File: src/rtl/bird_pkg.sv
// Shared types and screen constants for the Flappy Bird game sequencer.
package bird_pkg;

    typedef enum logic [1:0] {
        IDLE  = 2'b00,
        PLAY  = 2'b01,
        DYING = 2'b10,
        OVER  = 2'b11
    } game_state_t;

    localparam logic [7:0] KEY_W     = 8'h1A;
    localparam logic [7:0] KEY_SPACE = 8'h2C;

    localparam int Y_MIN = 0;
    localparam int Y_MAX = 479;

    function automatic logic is_flap_key(input logic [7:0] key);
        return (key == KEY_W) || (key == KEY_SPACE);
    endfunction

endpackage

File: src/rtl/flap_detect.sv
// Turns the held keycode into a single-frame flap pulse on the press of W or Space.
module flap_detect
    import bird_pkg::*;
(
    input  logic       frame_clk,
    input  logic       Reset,
    input  logic [7:0] keycode,
    output logic       flap_evt
);

    logic [7:0] prev_key;

    always_ff @(posedge frame_clk) begin
        if (Reset) begin
            prev_key <= 8'h00;
        end else begin
            prev_key <= keycode;
        end
    end

    // Both flap keys count as the same button, so sliding from W to Space while held is not a new press.
    assign flap_evt = is_flap_key(keycode) && !is_flap_key(prev_key);

endmodule

File: src/rtl/bird_game_ctrl.sv
// Game sequencer: bird vertical physics, IDLE/PLAY/DYING/OVER flow, pipe scroll gating and scoring.
module bird_game_ctrl
    import bird_pkg::*;
#(
    parameter int BIRD_X   = 100,
    parameter int Y_START  = 240,
    parameter int BIRD_S   = 16,
    parameter int GRAVITY  = 1,
    parameter int FLAP_VEL = 8,
    parameter int VEL_MAX  = 8
) (
    input  logic       frame_clk,
    input  logic       Reset,
    input  logic [7:0] keycode,
    input  logic       pipe_hit,
    input  logic       pipe_pass,
    output logic [9:0] BirdX,
    output logic [9:0] BirdY,
    output logic [9:0] BirdS,
    output logic [1:0] game_state,
    output logic       run,
    output logic [7:0] score,
    output logic [7:0] high_score
);

    localparam logic [1:0] ST_IDLE  = IDLE;
    localparam logic [1:0] ST_PLAY  = PLAY;
    localparam logic [1:0] ST_DYING = DYING;
    localparam logic [1:0] ST_OVER  = OVER;

    localparam logic signed [10:0] V_FLAP  = 11'(-FLAP_VEL);
    localparam logic signed [10:0] V_GRAV  = 11'(GRAVITY);
    localparam logic signed [10:0] V_MAX   = 11'(VEL_MAX);
    localparam logic signed [10:0] HALF    = 11'(BIRD_S);
    localparam logic signed [10:0] LIM_MIN = 11'(Y_MIN);
    localparam logic signed [10:0] LIM_MAX = 11'(Y_MAX);
    localparam logic [9:0]         Y_TOP   = 10'(Y_MIN + BIRD_S);
    localparam logic [9:0]         Y_FLOOR = 10'(Y_MAX - BIRD_S);
    localparam logic [9:0]         Y_HOME  = 10'(Y_START);

    logic              flap_evt;
    logic [1:0]        state, state_nx;
    logic [9:0]        y, y_nx;
    logic signed [10:0] vel, vel_nx;
    logic [7:0]        score_r, score_nx;
    logic [7:0]        high_r, high_nx;
    logic              run_r;

    logic signed [10:0] y_s, y_sum, vel_grav;
    logic              hit_ground, hit_ceiling, flap_ok;

    flap_detect u_flap (
        .frame_clk (frame_clk),
        .Reset     (Reset),
        .keycode   (keycode),
        .flap_evt  (flap_evt)
    );

    // Position advances with the old velocity; the new velocity only affects the next frame.
    assign y_s         = {1'b0, y};
    assign y_sum       = y_s + vel;
    assign vel_grav    = (vel + V_GRAV > V_MAX) ? V_MAX : vel + V_GRAV;
    assign hit_ground  = (y_sum + HALF >= LIM_MAX);
    assign hit_ceiling = (y_sum - HALF < LIM_MIN);

    always_comb begin
        state_nx = state;
        y_nx     = y;
        vel_nx   = vel;
        score_nx = score_r;
        high_nx  = high_r;
        flap_ok  = 1'b0;
        case (state)
            ST_IDLE: begin
                if (flap_evt) begin
                    state_nx = ST_PLAY;
                    score_nx = 8'd0;
                    vel_nx   = V_FLAP;
                end
            end
            ST_PLAY, ST_DYING: begin
                flap_ok = (state == ST_PLAY) && flap_evt;
                if (hit_ground) begin
                    y_nx     = Y_FLOOR;
                    vel_nx   = '0;
                    state_nx = ST_OVER;
                    high_nx  = (score_r > high_r) ? score_r : high_r;
                end else begin
                    if (hit_ceiling) begin
                        y_nx   = Y_TOP;
                        vel_nx = flap_ok ? V_FLAP : '0;
                    end else begin
                        y_nx   = y_sum[9:0];
                        vel_nx = flap_ok ? V_FLAP : vel_grav;
                    end
                    // A pipe strike stops any climb and takes precedence over a pass on the same frame.
                    if (state == ST_PLAY) begin
                        if (pipe_hit) begin
                            state_nx = ST_DYING;
                            if (vel_nx[10]) begin
                                vel_nx = '0;
                            end
                        end else if (pipe_pass && (score_r != 8'hFF)) begin
                            score_nx = score_r + 8'd1;
                        end
                    end
                end
            end
            ST_OVER: begin
                if (flap_evt) begin
                    state_nx = ST_IDLE;
                    y_nx     = Y_HOME;
                    vel_nx   = '0;
                end
            end
            default: state_nx = ST_IDLE;
        endcase
    end

    always_ff @(posedge frame_clk) begin
        if (Reset) begin
            state   <= ST_IDLE;
            y       <= Y_HOME;
            vel     <= '0;
            score_r <= 8'd0;
            high_r  <= 8'd0;
            run_r   <= 1'b0;
        end else begin
            state   <= state_nx;
            y       <= y_nx;
            vel     <= vel_nx;
            score_r <= score_nx;
            high_r  <= high_nx;
            run_r   <= (state_nx == ST_PLAY);
        end
    end

    assign BirdX      = 10'(BIRD_X);
    assign BirdS      = 10'(BIRD_S);
    assign BirdY      = y;
    assign game_state = state;
    assign run        = run_r;
    assign score      = score_r;
    assign high_score = high_r;

endmodule

File: config.mk
export PLATFORM = sky130hd
export DESIGN_NAME = bird_game_ctrl
export DESIGN_NICKNAME = d
export VERILOG_FILES = /design/src/rtl/bird_pkg.sv /design/src/rtl/flap_detect.sv /design/src/rtl/bird_game_ctrl.sv
export SDC_FILE = /design/constraint.sdc
export NUM_CORES = 1
export LEC_CHECK = 0
export ABC_AREA = 1
export CAP_MARGIN = 20
export CORE_MARGIN = 1
export CORE_UTILIZATION = 35
export DETAILED_ROUTE_END_ITERATION = 8
export HOLD_SLACK_MARGIN = 0.15
export PLACE_DENSITY_LB_ADDON = 0.05
export SLEW_MARGIN = 10
export SYNTH_ARGS = -nofsm -noshare
export SYNTH_HDL_FRONTEND = slang
export SYNTH_SLANG_ARGS = --single-unit
File: constraint.sdc
create_clock -name frame_clk -period 7.5 [get_ports frame_clk]
set_input_delay 2.25 -clock frame_clk [delete_from_list [all_inputs] [get_ports frame_clk]]
set_output_delay 2.25 -clock frame_clk [all_outputs]
set_load 0.03 [all_outputs]
==> summary.txt, run 1 <==
Final layout
  • Area delta synth->final: 15.0%
  • NumNets Final: 677
  • Post-layout instance area: around 4400 µm²
  • Flip-flop and latch area: 961 µm²
  • Number of cells in the finished layout apart from fillers: between 700 and 800
  • Footprint of the multi-input gates: roughly 2400 µm²
  • Total of fill cells in the finished design: about 1200
  • Diodes inserted: 0
  • Share of layout cells above drive strength 1: under 10%

Setup path
  • Largest driver fanout on the critical path: 11
  • Required time worst endpoint: just under 8 ns
  • R2r endpoint: high_score[0]$_SDFFE_PP0P_
  • Cells along the critical path: clkdlybuf4s50_1 -> inv_1 -> o22ai_1 -> and3_1 -> nand2_1 -> o21ai_0 -> buf_4 -> nand2_1 -> clkinv_1 -> nand2_1 -> o211ai_1 -> a21oi_1
  • Signal arrival time at the worst endpoint: roughly 4.3 ns
  • Kind of capture point of the worst setup path: register
  • Worst R2R Setup Slack: just under 4 ns
  • Buffers & Inverters on Critical Path: 4
  • Maximum cell stage delay along the critical path: 0.48 ns
  • Worst Reg2Reg Path Length in Cells: 20
  • Crit path from: keycode[1]
  • Most used cell, CP: sky130_fd_sc_hd__nand2_1
  • CP top delay family: buffers and inverters
  • Launch point of the worst reg-to-reg path: vel[0]$_SDFFE_PP0P_
  • Critical path endpoint: vel[6]$_SDFFE_PP0P_
  • Worst setup path category: input pin to register
  • Kind of start point of the critical path: input pin
  • Number of stages on the worst setup path: 12
  • Standard cell with the maximum stage delay on the critical path: sky130_fd_sc_hd__clkdlybuf4s50_1

Clocking
  • CTS Buf Count: 5
  • Buffers inserted by post-CTS timing repair: 0
  • TritonCTS clock tree: built
  • Clock latency on the worst-skew pair: 0.31 ns
  • CTS Hold Buffers Added: 0
  • Largest buffer count on any clock path: 2
  • CTS Root Cell: sky130_fd_sc_hd__clkbuf_8
  • Clock-pin transition on the worst setup and hold timing paths: about 0.10 ns
  • Count of H-tree levels built during CTS: 2
  • Clock net sink count: 48
  • Post-cts repair resize count: 0

STA
  • Accumulated negative setup slack: 0 ns
  • Total of endpoints with negative setup slack in the final report: 0
  • Fmax: approximately 250 MHz
  • Hold_ws: between 0.4 and 0.5 ns
  • Transition at the pin with the smallest max-transition slack: around 0.71 ns
  • Final critical-path required period: a little over 4 ns
  • Number of pins with negative max-slew slack in the final report: 0
  • Final hold viol count: 0
  • Unrepaired setup endpoints after global routing: no
  • Final worst slack: between 3 and 4 ns
  • Share of the clock period used by the worst path after layout: ~54%
  • Clk_skew: 0.00785 ns
  • Worst slew slack as a fraction of its limit: approximately 52%

Floorplanning
  • Placeable core region: approximately 10000 µm²
  • Die height: between 100 and 150 µm
  • Initial Utilization: approximately 37%
  • I/O pin count: 61
  • Die X: 107 µm
  • Die footprint: 11400 µm²
  • Num rows: 37

Synth
  • Synthesized instance count: between 500 and 600
  • Number of enable-type register cells in the synthesized netlist: 0
  • Synthesized area: 3820 µm²
  • Mean area per synthesized cell: between 6 and 7 µm²
  • Sequential cell area fraction in the yosys report: 25.1%
  • Post-synthesis cell type count: 42
  • Number of warnings printed during yosys synthesis: 0
  • Async SR Flop Fraction: 0%
  • Ys flop type: sky130_fd_sc_hd__dfxtp_1
  • #FFs+latches synth: 48

Pwr
  • Pwr dens: between 100 and 150 nW/µm²
  • Leakage Power: approximately 0.002 µW
  • Max rail drop VDD: roughly 0.000065 V

Route
  • Top routing layer in use: met4
  • Antenna-violating nets left: 0
  • Wire length on met3: around 460 µm
  • Routed length per placed instance: 13.4 µm
  • WL met1: roughly 5200 µm
  • Via density per instance: just under 5
  • Residual DRC: 0
  • Drt first pass iters: 4
  • Detailed-route via count: between 3000 and 4000
  • WL met2: 4560 µm
  • Drt initial violations: approximately 190
  • Total wire length after detailed routing: 10300 µm

Global routing
  • Number of antenna violations at the first check in global routing: 0
  • Largest net degree at the start of global routing: 31
  • All-Layer GR Usage: a little under a fifth
  • Final global-route overflow total: 0
  • Vias in the first global route: approximately 3500
  • First-pass GRT wire length: about 17000 µm

Placed design
  • Cell count after placement: between 700 and 800
  • DP Wirelength: 8050 µm
  • Last weighted congestion value of the routability-driven placer: 0.881
  • Post-DP Area: between 4000 and 5000 µm²
  • Post-Place Worst Slack: 3.14 ns
  • Port buffer count: 40

Status
  • Result of the run: complete, no violations

Run
  • Count of max-cap constraint violations: 0

Worst hold path
  • Hold path depth: 2
  • Worst min-delay path class: register to register
## Yosys cell counts, types with 2 or more instances
library cell,instances,area [µm²]
sky130_fd_sc_hd__buf_4,21,158
sky130_fd_sc_hd__nor4_1,2,12.5
sky130_fd_sc_hd__inv_2,5,18.8
sky130_fd_sc_hd__ha_1,28,350
sky130_fd_sc_hd__dfxtp_1,48,961
sky130_fd_sc_hd__buf_2,2,10.0
sky130_fd_sc_hd__a21oi_1,42,210
sky130_fd_sc_hd__inv_1,74,278
sky130_fd_sc_hd__o21ai_0,25,125
sky130_fd_sc_hd__nor2_1,51,191
sky130_fd_sc_hd__nor2_2,6,37.5
sky130_fd_sc_hd__nand2_1,152,571
sky130_fd_sc_hd__nand4_1,18,113
sky130_fd_sc_hd__o21bai_1,2,15.0
sky130_fd_sc_hd__o211ai_1,3,22.5
sky130_fd_sc_hd__nor3_1,8,40.0
sky130_fd_sc_hd__nand3_1,56,280
sky130_fd_sc_hd__xor2_1,5,43.8
sky130_fd_sc_hd__nand3_2,5,50.1
sky130_fd_sc_hd__nand2_4,2,22.5
sky130_fd_sc_hd__conb_1,2,7.51
sky130_fd_sc_hd__o22ai_1,3,18.8
sky130_fd_sc_hd__nand2_2,15,93.8
sky130_fd_sc_hd__clkbuf_1,6,22.5
## registers in the layout (all words and copies together), names as in the netlist
name / flops
vel: 11
BirdY: 10
high_score: 8
score: 8
u_flap.prev_key: 8
game_state: 2
run: 1
## how the worst min path moves through the flow
stage	start	slack [ns]	end
6_report	high_score[4]$_SDFFE_PP0P_	0.49	high_score[4]$_SDFFE_PP0P_
5_1_grt	BirdY[0]$_SDFFE_PP0P_	0.51	BirdY[0]$_SDFFE_PP0P_
4_1_cts	high_score[3]$_SDFFE_PP0P_	0.49	high_score[3]$_SDFFE_PP0P_
3_5_place_dp	high_score[3]$_SDFFE_PP0P_	0.47	high_score[3]$_SDFFE_PP0P_
3_3_place_gp	high_score[3]$_SDFFE_PP0P_	0.46	high_score[3]$_SDFFE_PP0P_
2_1_floorplan	vel[2]$_SDFFE_PP0P_	0.51	vel[2]$_SDFFE_PP0P_
## metal layers
| layer | global-route usage, % | vias to the layer above |
|---|---|---|
| met5 | 0 | - |
| met4 | 3.52 | 0 |
| met3 | 2.39 | 8 |
| met2 | 30.2 | 81 |
| met1 | 26.8 | 1723 |
| li1 | - | 1981 |
## placed cells by master (no fill, tap or decap), types with 2 or more instances in the layout
cell,count
sky130_fd_sc_hd__nor3_1,8
sky130_fd_sc_hd__o21bai_1,2
sky130_fd_sc_hd__xor2_1,5
sky130_fd_sc_hd__nand4_1,18
sky130_fd_sc_hd__a21oi_1,42
sky130_fd_sc_hd__nand2_1,152
sky130_fd_sc_hd__o21ai_0,25
sky130_fd_sc_hd__nand2_2,15
sky130_fd_sc_hd__nand3_1,56
sky130_fd_sc_hd__ha_1,28
sky130_fd_sc_hd__dfxtp_1,48
sky130_fd_sc_hd__inv_1,74
sky130_fd_sc_hd__o22ai_1,3
sky130_fd_sc_hd__nand2_4,2
sky130_fd_sc_hd__nand3_2,5
sky130_fd_sc_hd__nor4_1,2
sky130_fd_sc_hd__clkdlybuf4s50_1,40
sky130_fd_sc_hd__inv_2,5
sky130_fd_sc_hd__nor2_2,6
sky130_fd_sc_hd__clkbuf_8,6
sky130_fd_sc_hd__o211ai_1,3
sky130_fd_sc_hd__nor2_1,51
sky130_fd_sc_hd__buf_4,2
sky130_fd_sc_hd__conb_1,20
## worst reg2reg max path: cells and delay by family, from the launching register on
family	cells	cell delay [ns]
AND/OR/NAND/NOR	14	1.76
flip-flops	1	0.39
adder cells (fa/ha/maj)	3	0.93
buffers and inverters	2	0.27
AO/OA/AOI/OAI	1	0.13
## kinds of logic (layout without fill, tap and decap cells)
family	count (synthesis)	in the layout	synth area share (%)
AO/OA/AOI/OAI	82	82	11.7
flip-flops	48	48	25.1
other	2	20	0.196
buffers and inverters	110	130	13.1
adder cells (fa/ha/maj)	29	29	9.68
XOR/XNOR	6	6	1.37
AND/OR/NAND/NOR	322	322	38.8
## layout make-up
type	count	area share (%)
tap	136	3.87
inverter	80	6.83
multi-input combinational	459	55.2
timing repair buffer	42	9.45
clock inverter	2	0.882
clock buffer	6	1.88
sequential	48	21.8
## stage by stage
step	util (%)	total power (µW)
floorplan	-	369
global placement	40.9	387
detailed placement	40.9	388
CTS	42.0	590
global route	42.0	613
finish	42.0	583
## report_power, final
part           switching, µW  internal, µW  total (µW)
registers               5.32           260         265
clock network           92.8           109         202
logic                   81.2          35.4         117
No activity file was read; power rests on OpenSTA's default activity.
==> run 2: changes to the inputs <==
clock period = 3.75 ns   (was 7.5 ns; I/O delays follow)
==> summary.txt, run 2 (synthesis gave the netlist of run 1 again) <==
Status
  • Result of the run: complete, no violations (unchanged)

Setup path
  • Kind of capture point of the worst setup path: register (unchanged)
  • Maximum cell stage delay along the critical path: 0.46 ns (was 0.48 ns)
  • Worst Reg2Reg Path Length in Cells: 18 (was 20)
  • Signal arrival time at the worst endpoint: 3.56 ns (was 4.25 ns)
  • Kind of start point of the critical path: register (was input pin)
  • Largest driver fanout on the critical path: 12 (was 11)
  • Cells along the critical path: ha_1 -> fa_1 -> nand2_1 -> nand2_2 -> nand2_1 -> nand2_1 -> and2_1 -> inv_1 -> ha_1 -> nand3_1 -> nor2_2 -> nand3_1 -> nand2_1 -> nand2_1 -> nand2_1 -> nand3_1 -> nand3_1 -> a21oi_1 (was clkdlybuf4s50_1 -> inv_1 -> o22ai_1 -> and3_1 -> nand2_1 -> o21ai_0 -> buf_4 -> nand2_1 -> clkinv_1 -> nand2_1 -> o211ai_1 -> a21oi_1)
  • Most used cell, CP: sky130_fd_sc_hd__nand2_1 (unchanged)
  • Worst setup path category: register to register (was input pin to register)
  • Required time worst endpoint: 3.95 ns (was 7.71 ns)
  • CP top delay family: simple AND/OR/NAND/NOR gates (was buffers and inverters)
  • Number of stages on the worst setup path: 18 (was 12)
  • Buffers & Inverters on Critical Path: 1 (was 4)
  • Standard cell with the maximum stage delay on the critical path: sky130_fd_sc_hd__fa_1 (was sky130_fd_sc_hd__clkdlybuf4s50_1)

Final layout
  • Share of layout cells above drive strength 1: 8.26% (was 7.54%)
  • Area delta synth->final: 16.4% (was 15.0%)
  • Highest-count cells in the layout ignoring fill and taps: sky130_fd_sc_hd__nand2_1, sky130_fd_sc_hd__inv_1, sky130_fd_sc_hd__nand3_1 (unchanged)
  • Most common cell after layout, fill and taps aside: sky130_fd_sc_hd__nand2_1 (unchanged)
  • Max reg flops: 11 (unchanged)
  • Diodes inserted: 0 (unchanged)
  • Number of cells in the finished layout apart from fillers: 778 (was 773)
  • Final core utilization: 42.5% (was 42.0%)
  • NumNets Final: 682 (was 677)
  • Register bank with the most flops: vel (unchanged)

Pwr
  • Part of the total power dissipated in combinational logic: 19.3% (was 20.0%)
  • Switching share of total power: 30.0% (was 30.7%)
  • Portion of total power attributed to sequential cells: 43.0% (was 45.4%)
  • Relative contribution of the clock network to total power: 37.8% (was 34.6%)
  • Sw Pwr: 370 µW (was 179 µW)
  • Leakage Power: 0.00203 µW (was 0.00200 µW)
  • Pwr dens: 277 nW/µm² (was 133 nW/µm²)
  • Power Internal: 862 µW (was 404 µW)
  • Max rail drop VDD: 0.000143 V (was 0.0000652 V)

Placed design
  • Post-Place Worst Slack: 0.375 ns (was 3.14 ns)
  • DP Wirelength: 8080 µm (was 8050 µm)
  • Cell count after placement: 770 (was 765)
  • Last weighted congestion value of the routability-driven placer: 0.857 (was 0.881)
  • Port buffer count: 40 (unchanged)

Clocking
  • Buffers inserted by post-CTS timing repair: 0 (unchanged)
  • CTS Root Cell: sky130_fd_sc_hd__clkbuf_8 (unchanged)
  • TritonCTS clock tree: built (unchanged)
  • Clock-pin transition on the worst setup and hold timing paths: 0.11 ns (was 0.10 ns)
  • Post-cts repair resize count: 0 (unchanged)
  • Clock latency on the worst-skew pair: 0.31 ns (about the same)
  • CTS Hold Buffers Added: 0 (unchanged)
  • Count of H-tree levels built during CTS: 2 (unchanged)
  • CTS Buf Count: 5 (unchanged)
  • Largest buffer count on any clock path: 2 (unchanged)
  • Clock net sink count: 48 (unchanged)

Run
  • Count of max-cap constraint violations: 0 (unchanged)

STA
  • Worst slew slack as a fraction of its limit: 39.9% (was 52.3%)
  • Number of pins with negative max-slew slack in the final report: 0 (unchanged)
  • Total of endpoints with negative setup slack in the final report: 0 (unchanged)
  • Share of the clock period used by the worst path after layout: 89.6%
  • Hold_ws: 0.485 ns (about the same)
  • Unrepaired setup endpoints after global routing: no (unchanged)
  • Accumulated negative setup slack: 0 ns (unchanged)
  • Clk_skew: 0.0120 ns (was 0.00785 ns)
  • Fmax: between 200 and 300 MHz
  • Final critical-path required period: roughly 3.4 ns
  • Final hold viol count: 0 (unchanged)
  • Final worst slack: 0.390 ns (was 3.45 ns)
  • Transition at the pin with the smallest max-transition slack: 0.892 ns (was 0.713 ns)

Global routing
  • First-pass GRT wire length: 17900 µm (was 17000 µm)
  • Vias in the first global route: 3750 (was 3457)
  • All-Layer GR Usage: 19.6% (was 18.7%)
  • Largest net degree at the start of global routing: 30 (was 31)
  • Number of antenna violations at the first check in global routing: 0 (unchanged)
  • Final global-route overflow total: 0 (unchanged)

Route
  • Antenna-violating nets left: 0 (unchanged)
  • Drt initial violations: 109 (was 192)
  • Routed length per placed instance: 13.4 µm (about the same)
  • Via density per instance: 4.92 (was 4.91)
  • Detailed-route via count: 3829 (was 3793)
  • Residual DRC: 0 (unchanged)
  • Drt first pass iters: 4 (unchanged)
  • Total wire length after detailed routing: 10400 µm (was 10300 µm)

Floorplanning
  • Die footprint: 11400 µm² (unchanged)
  • Placeable core region: 10500 µm² (unchanged)
  • Initial Utilization: 36.6% (unchanged)
  • Die X: 107 µm (unchanged)
  • Die height: 107 µm (unchanged)
  • I/O pin count: 61 (unchanged)
  • Num rows: 37 (unchanged)

Worst hold path
  • Worst min-delay path class: register to register (unchanged)
  • Hold path depth: 2 (unchanged)
==> run 2: cell count changes in the layout (fill, tap and decap cells not counted) <==
cell                        before  now
sky130_fd_sc_hd__inv_6           0    1
sky130_fd_sc_hd__clkinv_4        1    0
sky130_fd_sc_hd__clkbuf_8        6    5
sky130_fd_sc_hd__bufinv_16       1    2
sky130_fd_sc_hd__buf_4           2    7
==> run 2: layout make-up <==
type                       count  area [µm²]
clock buffer                   5        68.8
clock inverter                 3        68.8
fill                        1159        6010
inverter                      80         300
multi-input combinational    459        2430
sequential                    48         961
tap                          136         170
timing repair buffer          47         453
==> run 2: final timing paths <==
check	end	start	slack, ns
worst min-delay path	high_score[2]$_SDFFE_PP0P_	high_score[2]$_SDFFE_PP0P_	0.48
worst min register to register	high_score[2]$_SDFFE_PP0P_	high_score[2]$_SDFFE_PP0P_	0.48
worst max-delay path	vel[3]$_SDFFE_PP0P_	BirdY[0]$_SDFFE_PP0P_	0.39
worst max register to register	vel[3]$_SDFFE_PP0P_	BirdY[0]$_SDFFE_PP0P_	0.39
==> run 2: power by group through the flow <==
stage / clock network [µW] / registers, µW / logic [µW]
3_3_place_gp: 0 / 541 / 236
3_5_place_dp: 0 / 541 / 237
2_1_floorplan: 0 / 544 / 194
4_1_cts: 473 / 530 / 238
5_1_grt: 489 / 531 / 265
6_report: 465 / 529 / 237
==> run 2: metrics by stage <==
step / total power (µW) / instance area [µm²]
2_1_floorplan: 738 / 3890
3_3_place_gp: 777 / 4310
3_5_place_dp: 778 / 4310
4_1_cts: 1240 / 4450
5_1_grt: 1280 / 4450
6_report: 1230 / 4450
==> run 2: worst min-delay path: cells and delay by family, from the launching register on <==
kind,cells,cell delay [ns]
DFF,1,0.34
and+or+nand+nor,1,0.06
AOI/OAI and AO/OA,1,0.05
==> run 2: metal layers <==
metal	global-route usage, %	wire length (µm)	vias to the layer above
met3	3.00	549	17
met5	0	0	-
li1	-	-	1997
met4	5.48	157	0
met1	27.1	5070	1714
met2	31.5	4620	101
==> run 3: changes to the inputs <==
CORE_UTILIZATION = 25   (was 35)
CTS_CLUSTER_DIAMETER = 30   (was unset)
SLEW_MARGIN = unset   (was 10)
==> summary.txt, run 3 (synthesis gave the netlist of run 1 again) <==
Status
  • Result of the run: finished, violations left (was complete, no violations)
  • Failing checks: design-rule violations

STA
  • Final critical-path required period: 3.35 ns (was 3.36 ns)
  • Number of pins with negative max-slew slack in the final report: 0 (unchanged)
  • Transition at the pin with the smallest max-transition slack: 0.727 ns (was 0.892 ns)
  • Share of the clock period used by the worst path after layout: 89.3% (was 89.6%)
  • Fmax: 299 MHz (was 298 MHz)
  • Clk_skew: 0.00616 ns (was 0.0120 ns)
  • Accumulated negative setup slack: 0 ns (unchanged)
  • Hold_ws: 0.480 ns (was 0.485 ns)
  • Worst slew slack as a fraction of its limit: 51.4% (was 39.9%)
  • Total of endpoints with negative setup slack in the final report: 0 (unchanged)
  • Unrepaired setup endpoints after global routing: no (unchanged)
  • Final hold viol count: 0 (unchanged)

Pwr
  • Leakage Power: 0.00204 µW (was 0.00203 µW)
  • Max rail drop VDD: 0.000147 V (was 0.000143 V)
  • Pwr dens: 291 nW/µm² (was 277 nW/µm²)

Setup path
  • Worst Reg2Reg Path Length in Cells: 20 (was 18)
  • Standard cell with the maximum stage delay on the critical path: sky130_fd_sc_hd__fa_1 (unchanged)
  • Worst setup path category: register to register (unchanged)
  • Critical path endpoint: high_score[2]$_SDFFE_PP0P_ (was vel[3]$_SDFFE_PP0P_)
  • Launch point of the worst reg-to-reg path: vel[0]$_SDFFE_PP0P_ (was BirdY[0]$_SDFFE_PP0P_)
  • Crit path from: vel[0]$_SDFFE_PP0P_ (was BirdY[0]$_SDFFE_PP0P_)
  • Most used cell, CP: sky130_fd_sc_hd__nand2_1 (unchanged)
  • Worst R2R Setup Slack: 0.40 ns (was 0.39 ns)
  • Kind of capture point of the worst setup path: register (unchanged)
  • R2r endpoint: high_score[2]$_SDFFE_PP0P_ (was vel[3]$_SDFFE_PP0P_)
  • Required time worst endpoint: 3.99 ns (was 3.95 ns)
  • Cells along the critical path: ha_2 -> fa_1 -> nand2_1 -> nand2_2 -> nand3_1 -> and2_1 -> inv_1 -> ha_1 -> nand3b_1 -> nand3_1 -> nand2_1 -> nand3_1 -> nand2_1 -> nand2_1 -> nand2_1 -> nand2_4 -> inv_2 -> nand2_2 -> nand2_1 -> a21oi_1 (was ha_1 -> fa_1 -> nand2_1 -> nand2_2 -> nand2_1 -> nand2_1 -> and2_1 -> inv_1 -> ha_1 -> nand3_1 -> nor2_2 -> nand3_1 -> nand2_1 -> nand2_1 -> nand2_1 -> nand3_1 -> nand3_1 -> a21oi_1)
  • Largest driver fanout on the critical path: 19 (was 12)
  • CP top delay family: simple AND/OR/NAND/NOR gates (unchanged)
  • Maximum cell stage delay along the critical path: 0.44 ns (was 0.46 ns)
  • Kind of start point of the critical path: register (unchanged)
  • Buffers & Inverters on Critical Path: 2 (was 1)
  • Signal arrival time at the worst endpoint: 3.58 ns (was 3.56 ns)
  • Number of stages on the worst setup path: 20 (was 18)

Run
  • Count of max-cap constraint violations: 0 (unchanged)

Clocking
  • Buffers inserted by post-CTS timing repair: 0 (unchanged)
  • CTS Root Cell: sky130_fd_sc_hd__clkbuf_16 (was sky130_fd_sc_hd__clkbuf_8)
  • Clock latency on the worst-skew pair: 0.30 ns (was 0.31 ns)
  • Clock-pin transition on the worst setup and hold timing paths: 0.07 ns (was 0.11 ns)
  • TritonCTS clock tree: built (unchanged)
  • Largest buffer count on any clock path: 2 (unchanged)
  • CTS Buf Count: 5 (unchanged)
  • Count of H-tree levels built during CTS: 2 (unchanged)
  • Clock net sink count: 48 (unchanged)

Final layout
  • Area delta synth->final: 18.7% (was 16.4%)
  • Most common cell after layout, fill and taps aside: sky130_fd_sc_hd__nand2_1 (unchanged)
  • Register bank with the most flops: vel (unchanged)
  • Diodes inserted: 0 (unchanged)
  • Highest-count cells in the layout ignoring fill and taps: sky130_fd_sc_hd__nand2_1, sky130_fd_sc_hd__inv_1, sky130_fd_sc_hd__nand3_1 (unchanged)
  • Share of layout cells above drive strength 1: 8.28% (was 8.26%)
  • Max reg flops: 11 (unchanged)
  • NumNets Final: 680 (was 682)

Global routing
  • First-pass GRT wire length: 19000 µm (was 17900 µm)
  • Largest net degree at the start of global routing: 30 (unchanged)
  • Final global-route overflow total: 0 (unchanged)
  • Number of antenna violations at the first check in global routing: 0 (unchanged)
  • Vias in the first global route: 3543 (was 3750)
  • All-Layer GR Usage: 15.4% (was 19.6%)

Route
  • Drt initial violations: 188 (was 109)
  • Antenna-violating nets left: 0 (unchanged)
  • Drt first pass iters: 7 (was 4)
  • Via density per instance: 4.63 (was 4.92)
  • Routed length per placed instance: 14.3 µm (was 13.4 µm)
  • Residual DRC: 5 (was 0)
  • Total wire length after detailed routing: 11800 µm (was 10400 µm)
  • Detailed-route via count: 3815 (was 3829)

Worst hold path
  • Hold path depth: 2 (unchanged)
  • Worst min-delay path class: register to register (unchanged)

Placed design
  • DP Wirelength: 8990 µm (was 8080 µm)
  • Port buffer count: 40 (unchanged)
  • Last weighted congestion value of the routability-driven placer: 0.810 (was 0.857)

Floorplanning
  • Num rows: 44 (was 37)
  • Die X: 126 µm (was 107 µm)
  • Die height: 126 µm (was 107 µm)
  • Initial Utilization: 25.9% (was 36.6%)
  • Die footprint: 15800 µm² (was 11400 µm²)
  • Placeable core region: 14800 µm² (was 10500 µm²)
  • I/O pin count: 61 (unchanged)
==> run 3: layout make-up <==
cell class,instances,area (µm²)
Clock buffer,6,139
Clock inverter,2,38.8
Tap cell,184,230
Timing Repair Buffer,45,438
Sequential cell,48,961
Fill cell,1628,10200
Inverter,80,300
Multi-Input combinational cell,459,2430
==> run 3: worst min path at each step <==
stage,slack (ns),start,to
after floorplan,0.51,vel[2]$_SDFFE_PP0P_,vel[2]$_SDFFE_PP0P_
after global placement,0.47,high_score[4]$_SDFFE_PP0P_,high_score[4]$_SDFFE_PP0P_
after detailed placement,0.48,high_score[7]$_SDFFE_PP0P_,high_score[7]$_SDFFE_PP0P_
after CTS,0.48,high_score[7]$_SDFFE_PP0P_,high_score[7]$_SDFFE_PP0P_
after global routing,0.50,high_score[4]$_SDFFE_PP0P_,high_score[4]$_SDFFE_PP0P_
final,0.48,high_score[7]$_SDFFE_PP0P_,high_score[7]$_SDFFE_PP0P_
==> run 3: per-layer routing <==
metal / up-vias / global-route usage, % / routed length [µm]
li1: 1993 / - / -
met1: 1726 / 22.3 / 6090
met2: 87 / 23.1 / 5040
met3: 9 / 2.76 / 481
met4: 0 / 4.38 / 156
met5: - / 0 / 0
==> run 3: metrics by stage <==
stage          std cells  total power, µW  setup slack (ns)  util, %  cell area [µm²]
5_1_grt              824             1390            0.0250     30.8             4540
3_3_place_gp         816              780             0.265     29.5             4360
2_1_floorplan        617              738             0.894        -             3890
3_5_place_dp         816              779             0.241     29.5             4360
6_report             824             1320             0.403     30.8             4540
4_1_cts              824             1340             0.216     30.7             4540
==> run 3: worst reg2reg max path: stages, from the launching register on <==
cell                       delay, ns
sky130_fd_sc_hd__dfxtp_1        0.38
sky130_fd_sc_hd__ha_2           0.25
sky130_fd_sc_hd__fa_1           0.44
sky130_fd_sc_hd__nand2_1        0.10
sky130_fd_sc_hd__nand2_2        0.08
sky130_fd_sc_hd__nand3_1        0.10
sky130_fd_sc_hd__and2_1         0.23
sky130_fd_sc_hd__inv_1          0.08
sky130_fd_sc_hd__ha_1           0.18
sky130_fd_sc_hd__nand3b_1       0.15
sky130_fd_sc_hd__nand3_1        0.10
sky130_fd_sc_hd__nand2_1        0.06
sky130_fd_sc_hd__nand3_1        0.09
sky130_fd_sc_hd__nand2_1        0.06
sky130_fd_sc_hd__nand2_1        0.05
sky130_fd_sc_hd__nand2_1        0.10
sky130_fd_sc_hd__nand2_4        0.24
sky130_fd_sc_hd__inv_2          0.18
sky130_fd_sc_hd__nand2_2        0.20
sky130_fd_sc_hd__nand2_1        0.07
sky130_fd_sc_hd__a21oi_1        0.12
==> run 3: power breakdown <==
part / total [µW] / switching, µW / internal (µW) / leakage, µW
Clock: 553 / 218 / 335 / 0.0000871
Sequential: 530 / 11.3 / 519 / 0.000389
Combinational: 237 / 165 / 71.2 / 0.00156
Total: 1320 / 395 / 925 / 0.00204
==> run 3: repair_timing <==
item	in CTS	in global routing
hold buffers	0	0
setup endpoints to repair	0	8
resized for setup	0	2
